==> src/rtl/vlsu_store_seq_pkg.sv <==
// rtl/vlsu_store_seq_pkg.sv - shared constants, state encoding and slot-suppress rule
package vlsu_store_seq_pkg;
  localparam int MAXVL        = 64;
  localparam int VL_W         = 7;
  localparam int PC_ADDR_BITS = 16;

  typedef enum logic [1:0] {
    S_IDLE  = 2'd0,
    S_READ  = 2'd1,
    S_ISSUE = 2'd2,
    S_FIN   = 2'd3
  } state_e;

  // Low bits for an inactive slot: never equal to the slot number, so its bank stays off.
  function automatic logic [1:0] suppress_lsb(input logic [1:0] slot);
    return slot + 2'd1;
  endfunction
endpackage

==> src/rtl/vlsu_addr_gen.sv <==
// rtl/vlsu_addr_gen.sv - running store-address accumulator (load base, add step per beat, wrap)
module vlsu_addr_gen
  import vlsu_store_seq_pkg::*;
#(
  parameter int ADDR_W = PC_ADDR_BITS
) (
  input  logic              i_clk,
  input  logic              i_nrst,
  input  logic              i_load,
  input  logic [ADDR_W-1:0] i_base,
  input  logic              i_step_en,
  input  logic [ADDR_W-1:0] i_step,
  output logic [ADDR_W-1:0] o_addr
);
  logic [ADDR_W-1:0] r_addr;

  always_ff @(posedge i_clk or negedge i_nrst) begin
    if (!i_nrst) begin
      r_addr <= '0;
    end else if (i_load) begin
      r_addr <= i_base;
    end else if (i_step_en) begin
      r_addr <= r_addr + i_step;
    end
  end

  assign o_addr = r_addr;
endmodule

==> src/rtl/vlsu_store_seq.sv <==
// rtl/vlsu_store_seq.sv - vector store sequencer: VRF group reads, slot address/data muxing
module vlsu_store_seq
  import vlsu_store_seq_pkg::*;
#(
  parameter int ADDR_W = PC_ADDR_BITS
) (
  input  logic              i_clk,
  input  logic              i_nrst,
  input  logic              i_start,
  input  logic [ADDR_W-1:0] i_base_addr,
  input  logic [31:0]       i_stride,
  input  logic              i_strided,
  input  logic [VL_W-1:0]   i_vl,
  input  logic              i_stall,
  output logic              o_vrf_rd_en,
  output logic [VL_W-3:0]   o_vrf_rd_grp,
  input  logic [31:0]       i_vrf_data_0,
  input  logic [31:0]       i_vrf_data_1,
  input  logic [31:0]       i_vrf_data_2,
  input  logic [31:0]       i_vrf_data_3,
  output logic              o_vs_valid,
  output logic [ADDR_W-1:0] o_addr_0,
  output logic [ADDR_W-1:0] o_addr_1,
  output logic [ADDR_W-1:0] o_addr_2,
  output logic [ADDR_W-1:0] o_addr_3,
  output logic [31:0]       o_data_0,
  output logic [31:0]       o_data_1,
  output logic [31:0]       o_data_2,
  output logic [31:0]       o_data_3,
  output logic              o_busy,
  output logic              o_done
);
  state_e            r_state, w_next;
  logic [VL_W-1:0]   r_vl, r_elem;
  logic [VL_W-3:0]   r_group;
  logic              r_fast, r_fresh;
  logic [ADDR_W-1:0] r_step;
  logic [31:0]       r_vdata  [4];
  logic [ADDR_W-1:0] r_addr_q [4];
  logic [31:0]       r_data_q [4];

  logic [31:0]       w_vrf_in [4];
  logic [31:0]       w_src    [4];
  logic [ADDR_W-1:0] w_addr   [4];
  logic [31:0]       w_data   [4];
  logic [ADDR_W-1:0] w_cur;
  logic [VL_W-1:0]   w_vl_clamp, w_elem_nxt, w_idx;
  logic [VL_W-3:0]   w_grp_inc;
  logic              w_accept, w_issue, w_fast_start, w_last_grp;

  assign w_vrf_in[0]  = i_vrf_data_0;
  assign w_vrf_in[1]  = i_vrf_data_1;
  assign w_vrf_in[2]  = i_vrf_data_2;
  assign w_vrf_in[3]  = i_vrf_data_3;

  assign w_accept     = (r_state == S_IDLE) && i_start && !i_stall;
  assign w_issue      = (r_state == S_ISSUE) && !i_stall;
  assign w_vl_clamp   = (i_vl > VL_W'(MAXVL)) ? VL_W'(MAXVL) : i_vl;
  assign w_fast_start = (!i_strided || (i_stride == 32'd1)) && (i_base_addr[1:0] == 2'b00);
  assign w_elem_nxt   = r_elem + 1'b1;
  assign w_grp_inc    = r_group + 1'b1;
  assign w_last_grp   = {w_grp_inc, 2'b00} >= r_vl;

  vlsu_addr_gen #(.ADDR_W(ADDR_W)) u_addr_gen (
    .i_clk     (i_clk),
    .i_nrst    (i_nrst),
    .i_load    (w_accept),
    .i_base    (i_base_addr),
    .i_step_en (w_issue),
    .i_step    (r_fast ? ADDR_W'(4) : r_step),
    .o_addr    (w_cur)
  );

  // First ISSUE beat after a READ takes the VRF output directly; later beats use the copy.
  always_comb begin
    w_idx = '0;
    for (int k = 0; k < 4; k++) begin
      w_src[k]  = r_fresh ? w_vrf_in[k] : r_vdata[k];
      w_addr[k] = w_cur;
      w_data[k] = w_src[k];
    end
    for (int k = 0; k < 4; k++) begin
      if (r_fast) begin
        w_idx     = {r_group, 2'b00} + VL_W'(k);
        w_addr[k] = (w_idx >= r_vl) ? {w_cur[ADDR_W-1:2], suppress_lsb(2'(k))}
                                    : w_cur + ADDR_W'(k);
        w_data[k] = w_src[k];
      end else begin
        w_addr[k] = w_cur;
        w_data[k] = w_src[r_elem[1:0]];
      end
    end
  end

  always_comb begin
    w_next = r_state;
    case (r_state)
      S_IDLE:  if (w_accept) w_next = (w_vl_clamp == '0) ? S_FIN : S_READ;
      S_READ:  if (!i_stall) w_next = S_ISSUE;
      S_ISSUE: begin
        if (!i_stall) begin
          if (r_fast)                      w_next = w_last_grp ? S_FIN : S_READ;
          else if (w_elem_nxt == r_vl)     w_next = S_FIN;
          else if (w_elem_nxt[1:0] == 2'b00) w_next = S_READ;
          else                             w_next = S_ISSUE;
        end
      end
      S_FIN:   if (!i_stall) w_next = S_IDLE;
      default: w_next = S_IDLE;
    endcase
  end

  always_ff @(posedge i_clk or negedge i_nrst) begin
    if (!i_nrst) begin
      r_state <= S_IDLE;
      r_vl    <= '0;
      r_elem  <= '0;
      r_group <= '0;
      r_fast  <= 1'b0;
      r_fresh <= 1'b0;
      r_step  <= '0;
      for (int k = 0; k < 4; k++) begin
        r_vdata[k]  <= '0;
        r_addr_q[k] <= '0;
        r_data_q[k] <= '0;
      end
    end else begin
      r_state <= w_next;
      if (w_accept) begin
        r_vl    <= w_vl_clamp;
        r_elem  <= '0;
        r_group <= '0;
        r_fast  <= w_fast_start;
        r_step  <= i_strided ? i_stride[ADDR_W-1:0] : ADDR_W'(1);
      end
      if ((r_state == S_READ) && !i_stall) r_fresh <= 1'b1;
      if (w_issue) begin
        r_fresh <= 1'b0;
        if (r_fresh) r_vdata <= w_vrf_in;
        r_elem   <= w_elem_nxt;
        if (r_fast || (w_elem_nxt[1:0] == 2'b00)) r_group <= w_grp_inc;
        r_addr_q <= w_addr;
        r_data_q <= w_data;
      end
    end
  end

  assign o_vs_valid   = (r_state == S_ISSUE);
  assign o_vrf_rd_en  = (r_state == S_READ);
  assign o_vrf_rd_grp = r_group;
  assign o_busy       = (r_state != S_IDLE);
  assign o_done       = (r_state == S_FIN);
  assign o_addr_0     = o_vs_valid ? w_addr[0] : r_addr_q[0];
  assign o_addr_1     = o_vs_valid ? w_addr[1] : r_addr_q[1];
  assign o_addr_2     = o_vs_valid ? w_addr[2] : r_addr_q[2];
  assign o_addr_3     = o_vs_valid ? w_addr[3] : r_addr_q[3];
  assign o_data_0     = o_vs_valid ? w_data[0] : r_data_q[0];
  assign o_data_1     = o_vs_valid ? w_data[1] : r_data_q[1];
  assign o_data_2     = o_vs_valid ? w_data[2] : r_data_q[2];
  assign o_data_3     = o_vs_valid ? w_data[3] : r_data_q[3];
endmodule

==> config.mk <==
export PLATFORM = sky130hd
export DESIGN_NAME = vlsu_store_seq
export DESIGN_NICKNAME = d
export VERILOG_FILES = /design/src/rtl/vlsu_store_seq_pkg.sv /design/src/rtl/vlsu_addr_gen.sv /design/src/rtl/vlsu_store_seq.sv
export SDC_FILE = /design/constraint.sdc
export NUM_CORES = 1
export LEC_CHECK = 0
export BUFFER_PORTS_ARGS = -buffer_cell sky130_fd_sc_hd__buf_2
export CAP_MARGIN = 10
export CORE_MARGIN = 5
export CORE_UTILIZATION = 30
export DETAILED_ROUTE_END_ITERATION = 10
export PLACE_DENSITY = 0.49
export SETUP_SLACK_MARGIN = 0.02
export SLEW_MARGIN = 0
export SYNTH_ARGS = -nofsm -noshare
export SYNTH_HDL_FRONTEND = slang
export SYNTH_SLANG_ARGS = --single-unit
export TNS_END_PERCENT = 10
==> constraint.sdc <==
create_clock -name i_clk -period 7.7 [get_ports i_clk]
set_input_delay 2.31 -clock i_clk [delete_from_list [all_inputs] [get_ports i_clk]]
set_output_delay 2.31 -clock i_clk [all_outputs]
set_load 0.05 [all_outputs]
Word level (Yosys, flattened, before mapping)
Index checks and enable logic that the tools add are counted.
Word-level totals
  register bits after elaboration: 375
  bits in latches: 0
  memory bits (writable): 0
  memory bits (read-only): 0
  output and inout port bits: 201
  word-level logic and storage cells: 113
  memories: 0
Cells by class
  add/sub/neg operators: 9
  $mul: 0
  divide/modulo/power cells: 0
  magnitude comparators: 7
  equal/unequal tests: 9
  shift operators: 0
  muxes and demuxes: 49
  bitwise operators: 1
  reduce and logical (&&, ||, !) cells: 18
Operators with widths (count)
  32-bit two-way mux: 14
  16-bit two-way mux: 14
  32-bit binary-select mux with 2-bit select: 1
  7-bit >= comparator: 5
  16-bit by 2-bit adder with 16-bit output (second input constant): 2
  32-bit by 1-bit equality test with 1-bit output (second input constant): 1
  2-bit two-way mux: 11
  7-bit two-way mux: 3
  16-bit by 1-bit adder with 16-bit output (second input constant): 1
  16-bit adder: 1
  5-bit two-way mux: 3
  7-bit by 1-bit adder with 7-bit output (second input constant): 2
  7-bit by 2-bit adder with 7-bit output (second input constant): 2
  2-bit one-hot mux with 4 select lines: 1
  7-bit equality test: 1
  7-bit > comparator (second input constant): 1
  7-bit logical NOT: 1
  2-bit logical NOT: 3
  2-bit != test (second input constant): 3
  2-bit nonzero test: 3
  5-bit by 1-bit adder with 5-bit output (second input constant): 1
  1-bit logical AND: 5
  2-bit equality test (second input constant): 2
  4-bit AND reduction: 1
  other kinds (8): 11

Logic depth before layout (Yosys ltp)
  depth in word-level cells: 7
  gate-level depth with buffers: 14
  mapped depth without buffers: 11

By module
A second synthesis with hierarchy kept.
Unflattened totals
  cells, all modules: 2322
  area, all modules: 21983.6 um^2
By module, submodules not included
  vlsu_store_seq: instances 1, cells an instance 2155, area each 20548.5 um^2
  vlsu_addr_gen: instances 1, cells an instance 167, area each 1435.1 um^2

Worst setup path before layout
Ideal clock, no wire load.
  path type: input to output
  start point: input i_vrf_data_2[25]
  end point: output o_data_3[25]
  data arrival time: 4104 ps
  setup slack: 1286 ps
  stages: 6
  path buffers: 0
  cell sequence: mux2_2 -> mux2i_1 -> mux2_2 -> nor2_1 -> a21oi_1 -> o21ai_0
Between the ends
  word-level cells in the longest chain between the ends: 6
RTL lines
  start, declared: RTL line vlsu_store_seq.sv:19  | input logic [31:0] i_vrf_data_2,
  32-bit two-way mux: RTL line vlsu_store_seq.sv:78  | w_src[k] = r_fresh ? w_vrf_in[k] : r_vdata[k];
  32-bit binary-select mux with 2-bit select: RTL line vlsu_store_seq.sv:90  | w_data[k] = w_src[r_elem[1:0]];
  32-bit two-way mux (implied by the code) (2 in a row): RTL line vlsu_store_seq.sv:90
  32-bit two-way mux: RTL line vlsu_store_seq.sv:83  | if (r_fast) begin
  32-bit two-way mux: RTL line vlsu_store_seq.sv:160  | assign o_data_3 = o_vs_valid ? w_data[3] : r_data_q[3];
  end, declared: RTL line vlsu_store_seq.sv:29  | output logic [31:0] o_data_3,
Every way passes these cells. The select of a mux whose other input is x is not followed.

Worst setup path after layout
  start point: input i_vrf_data_2[0]
  end point: output o_data_0[0]
Between the ends
  word-level cells in the longest chain between the ends: 6
RTL lines
  32-bit two-way mux: RTL line vlsu_store_seq.sv:78
  32-bit binary-select mux with 2-bit select: RTL line vlsu_store_seq.sv:90
  32-bit two-way mux (implied by the code) (2 in a row): RTL line vlsu_store_seq.sv:90
  32-bit two-way mux: RTL line vlsu_store_seq.sv:83
  32-bit two-way mux: RTL line vlsu_store_seq.sv:157  | assign o_data_0 = o_vs_valid ? w_data[0] : r_data_q[0];
  end, declared: RTL line vlsu_store_seq.sv:26  | output logic [31:0] o_data_0,
Every way passes these cells. The select of a mux whose other input is x is not followed.

==> flow_summary.yaml <==
final_layout:
  final_util_pct: 36.4
  drive_gt1_share_pct: 29.9
  fillers: 7201
  nNetsFinal: 2829
  syn_to_final_growth_pct: 20.1
cts:
  tritoncts.num_buffers: 47
  clk_path_buf_depth: 3
  clkLatencyLatePin_ns: 0.58
  postCtsHoldBufs: 0
  clockRootBuffer: "clkbuf_16"
  cts_max_level: 2
  cts_tree: "built"
  post_cts_buffers: 0
  cts.clk_slew.worst_paths_ns: 0.05
  cts.sinks: 375
  cts_resized: 0
timing:
  tns_ns: 0
  worst_slack_ns: 1.28
  setup_viol: 0
  slew_viol_final: 0
  hold_viol_final: 0
  rsz0062_at_grt: "no"
  finalCriticalPeriod_ns: 6.42
  max_slew_margin_pct: 27.0
  timing.fmax_mhz: 156
  worst_pin_slew_ns: 1.10
  fin_crit_sh_pct: 83.4
  skew_ns: 0.0247
place:
  hpwl_microns: 47400
  gp_congestion: 0.805
  pre_cts_ws_ns: 1.30
  port-buffer-count: 388
logic_synthesis:
  yosys_warnings: 0
  synth_top_area_share_pct: 44.2
  syn_nets: 2547
  ys_seq_area_share_pct: 44.2
  synth-edff-count: 0
  netlist_top_cells_count: "512 x nand2_1, 392 x o21ai_0, 375 x dfrtp_1"
  netlist_area_sq_um: 21300
  synth_top_cell_by_area: "dfrtp_1"
  synth_cell_types: 63
  synth.most_common_cell: "nand2_1"
  avgSynthCellArea_sq_um: 9.14
  ys.flop_type: "dfrtp_1"
  yosys-top-cells-area: "dfrtp_1 44%, mux2_2 15%, o21ai_0 9.2%, nand2_1 9.0%, a21oi_1 3.4%"
  async_flop_share_pct: 100
  netlist_instances: 2326
  ys_seq_elements: 375
global_route:
  grt_max_degree: 211
  grtUsageTotal_pct: 17.4
  grt_pass1_vias: 18100
  grt_antenna_before_repair: 10
  grt_overflow: 0
  grt_pass1_wl_microns: 108000
worst_setup_path:
  cp_max_fo: 4
  cp_slowest_cell: "o21ai_0"
  crit_path_end_kind: "output port"
  start_kind: "primary input"
  rr_worst_depth: 9
  critPathKind: "primary input to output port"
  required_ns: 5.39
  cpPeakStageDelay_ns: 0.49
  arrival_ns: 4.11
  cp_cell_sequence: "buf_2 > mux2_2 > mux2i_1 > mux2_2 > nor2_1 > a21oi_1 > o21ai_0 > buf_2"
drt:
  drtIter0Drc: 1085
  drc: 0
  vias_per_cell: 4.97
  detail-route-antenna-nets: 0
  routedWlPerCell_microns: 19.2
  drtPass1Iterations: 7
  vias: 17900
  drt_wl_total_microns: 68800
die:
  start_util_pct: 30.3
  core-area_sq_um: 70100
  fp.dieW_microns: 276
  ios: 389
  die_height_microns: 276
  die_area_sq_um: 76300
  rows: 97
min_path:
  hp-class: "register to register"
  whs_path_depth: 2
job:
  cap_violations: 0
run_status:
  status: "complete, no violations"
-- worst max-delay path: cells and delay by family --
kind	cells	cell delay, ns
and+or+nand+nor	1	0.24
muxes	3	0.51
AOI/OAI and AO/OA	2	0.59
buffers and inverters	2	0.45
-- layer usage --
metal	up-vias	share of wire (%)	global-route usage, %
li1	8640	-	-
met1	8649	44	22.7
met2	453	47	29.0
met3	102	6.4	4.13
met4	8	2.4	4.73
met5	-	0.067	0
-- final timing paths --
path | start | endpoint | slack, ns
min in group asynchronous | i_nrst | r_vdata[110]$_DFFE_PN0P_ | 1.82
min reg2reg | r_step[8]$_DFFE_PN0P_ | r_step[8]$_DFFE_PN0P_ | 0.46
max reg2reg | r_elem[1]$_DFFE_PN0P_ | r_state[1]$_DFFE_PN0P_ | 4.30
max in group asynchronous | i_nrst | r_addr_q[5]$_DFFE_PN0P_ | 4.35
min | r_step[8]$_DFFE_PN0P_ | r_step[8]$_DFFE_PN0P_ | 0.46
max | i_vrf_data_2[0] | o_data_0[0] | 1.28
-- state kept, by name, summed over array words and instances (netlist names), 2 cells and up --
| signal | cells |
|---|---|
| r_elem | 7 |
| r_vdata | 128 |
| u_addr_gen.o_addr | 16 |
| o_vrf_rd_grp | 5 |
| r_state | 2 |
| r_addr_q | 64 |
| r_vl | 7 |
| r_step | 16 |
| r_data_q | 128 |
-- metrics by stage --
step                hold slack, ns  instances  area (sq um)
finish                       0.459       3592         25500
detailed placement           0.452       3499         23900
global placement             0.447       3499         23900
global route                 0.485       3588         25500
floorplan                    0.430       2326         21300
CTS                          0.464       3586         25500
-- placed cells by master, fill, tap and decap left out, types with 4 or more instances in the layout --
master	n
o21ai_1	8
nor4_1	13
and2_1	5
nor3b_1	4
nor2b_1	19
ha_1	32
a21o_1	7
clkbuf_8	18
clkbuf_16	48
nand2_1	511
o21ai_0	392
a22oi_1	11
buf_4	14
buf_2	387
nand4_1	9
clkbuf_1	13
xor2_1	26
nand3_1	25
o21a_1	6
mux2_2	291
dfrtp_1	372
and3_1	8
mux2i_1	66
nor3_1	6
nor2_1	66
clkinv_2	4
a21oi_1	144
nand3b_1	6
nand2b_1	7
inv_1	19
diode_2	6
xnor2_1	37
buf_12	6
-- kinds of logic (layout without fill, tap and decap cells) --
family                   count (synthesis)  in the layout  synth area share, %
other                                    0              6                    0
multiplexers                           357            357                 18.5
XOR/XNOR                                63             63                 2.60
adder cells (fa/ha/maj)                 33             33                 1.98
flip-flops                             375            375                 44.2
AND/OR/NAND/NOR                        699            699                 13.8
buffers and inverters                  196            516                 3.83
AO/OA/AOI/OAI                          603            603                 15.1
-- cell type report --
cell class / count / area (sq um) / area share, %
Multi-Input combinational cell: 1755 / 11100 / 43.4
Sequential cell: 375 / 9390 / 36.8
Timing Repair Buffer: 408 / 2180 / 8.53
Clock buffer: 79 / 1500 / 5.87
Tap cell: 940 / 1180 / 4.61
Clock inverter: 8 / 105 / 0.412
Inverter: 21 / 81.3 / 0.319
Antenna cell: 6 / 15.0 / 0.0588
Power is not shown: default switching activity piles up to over one toggle a cycle in this logic, so the estimate is an artifact.
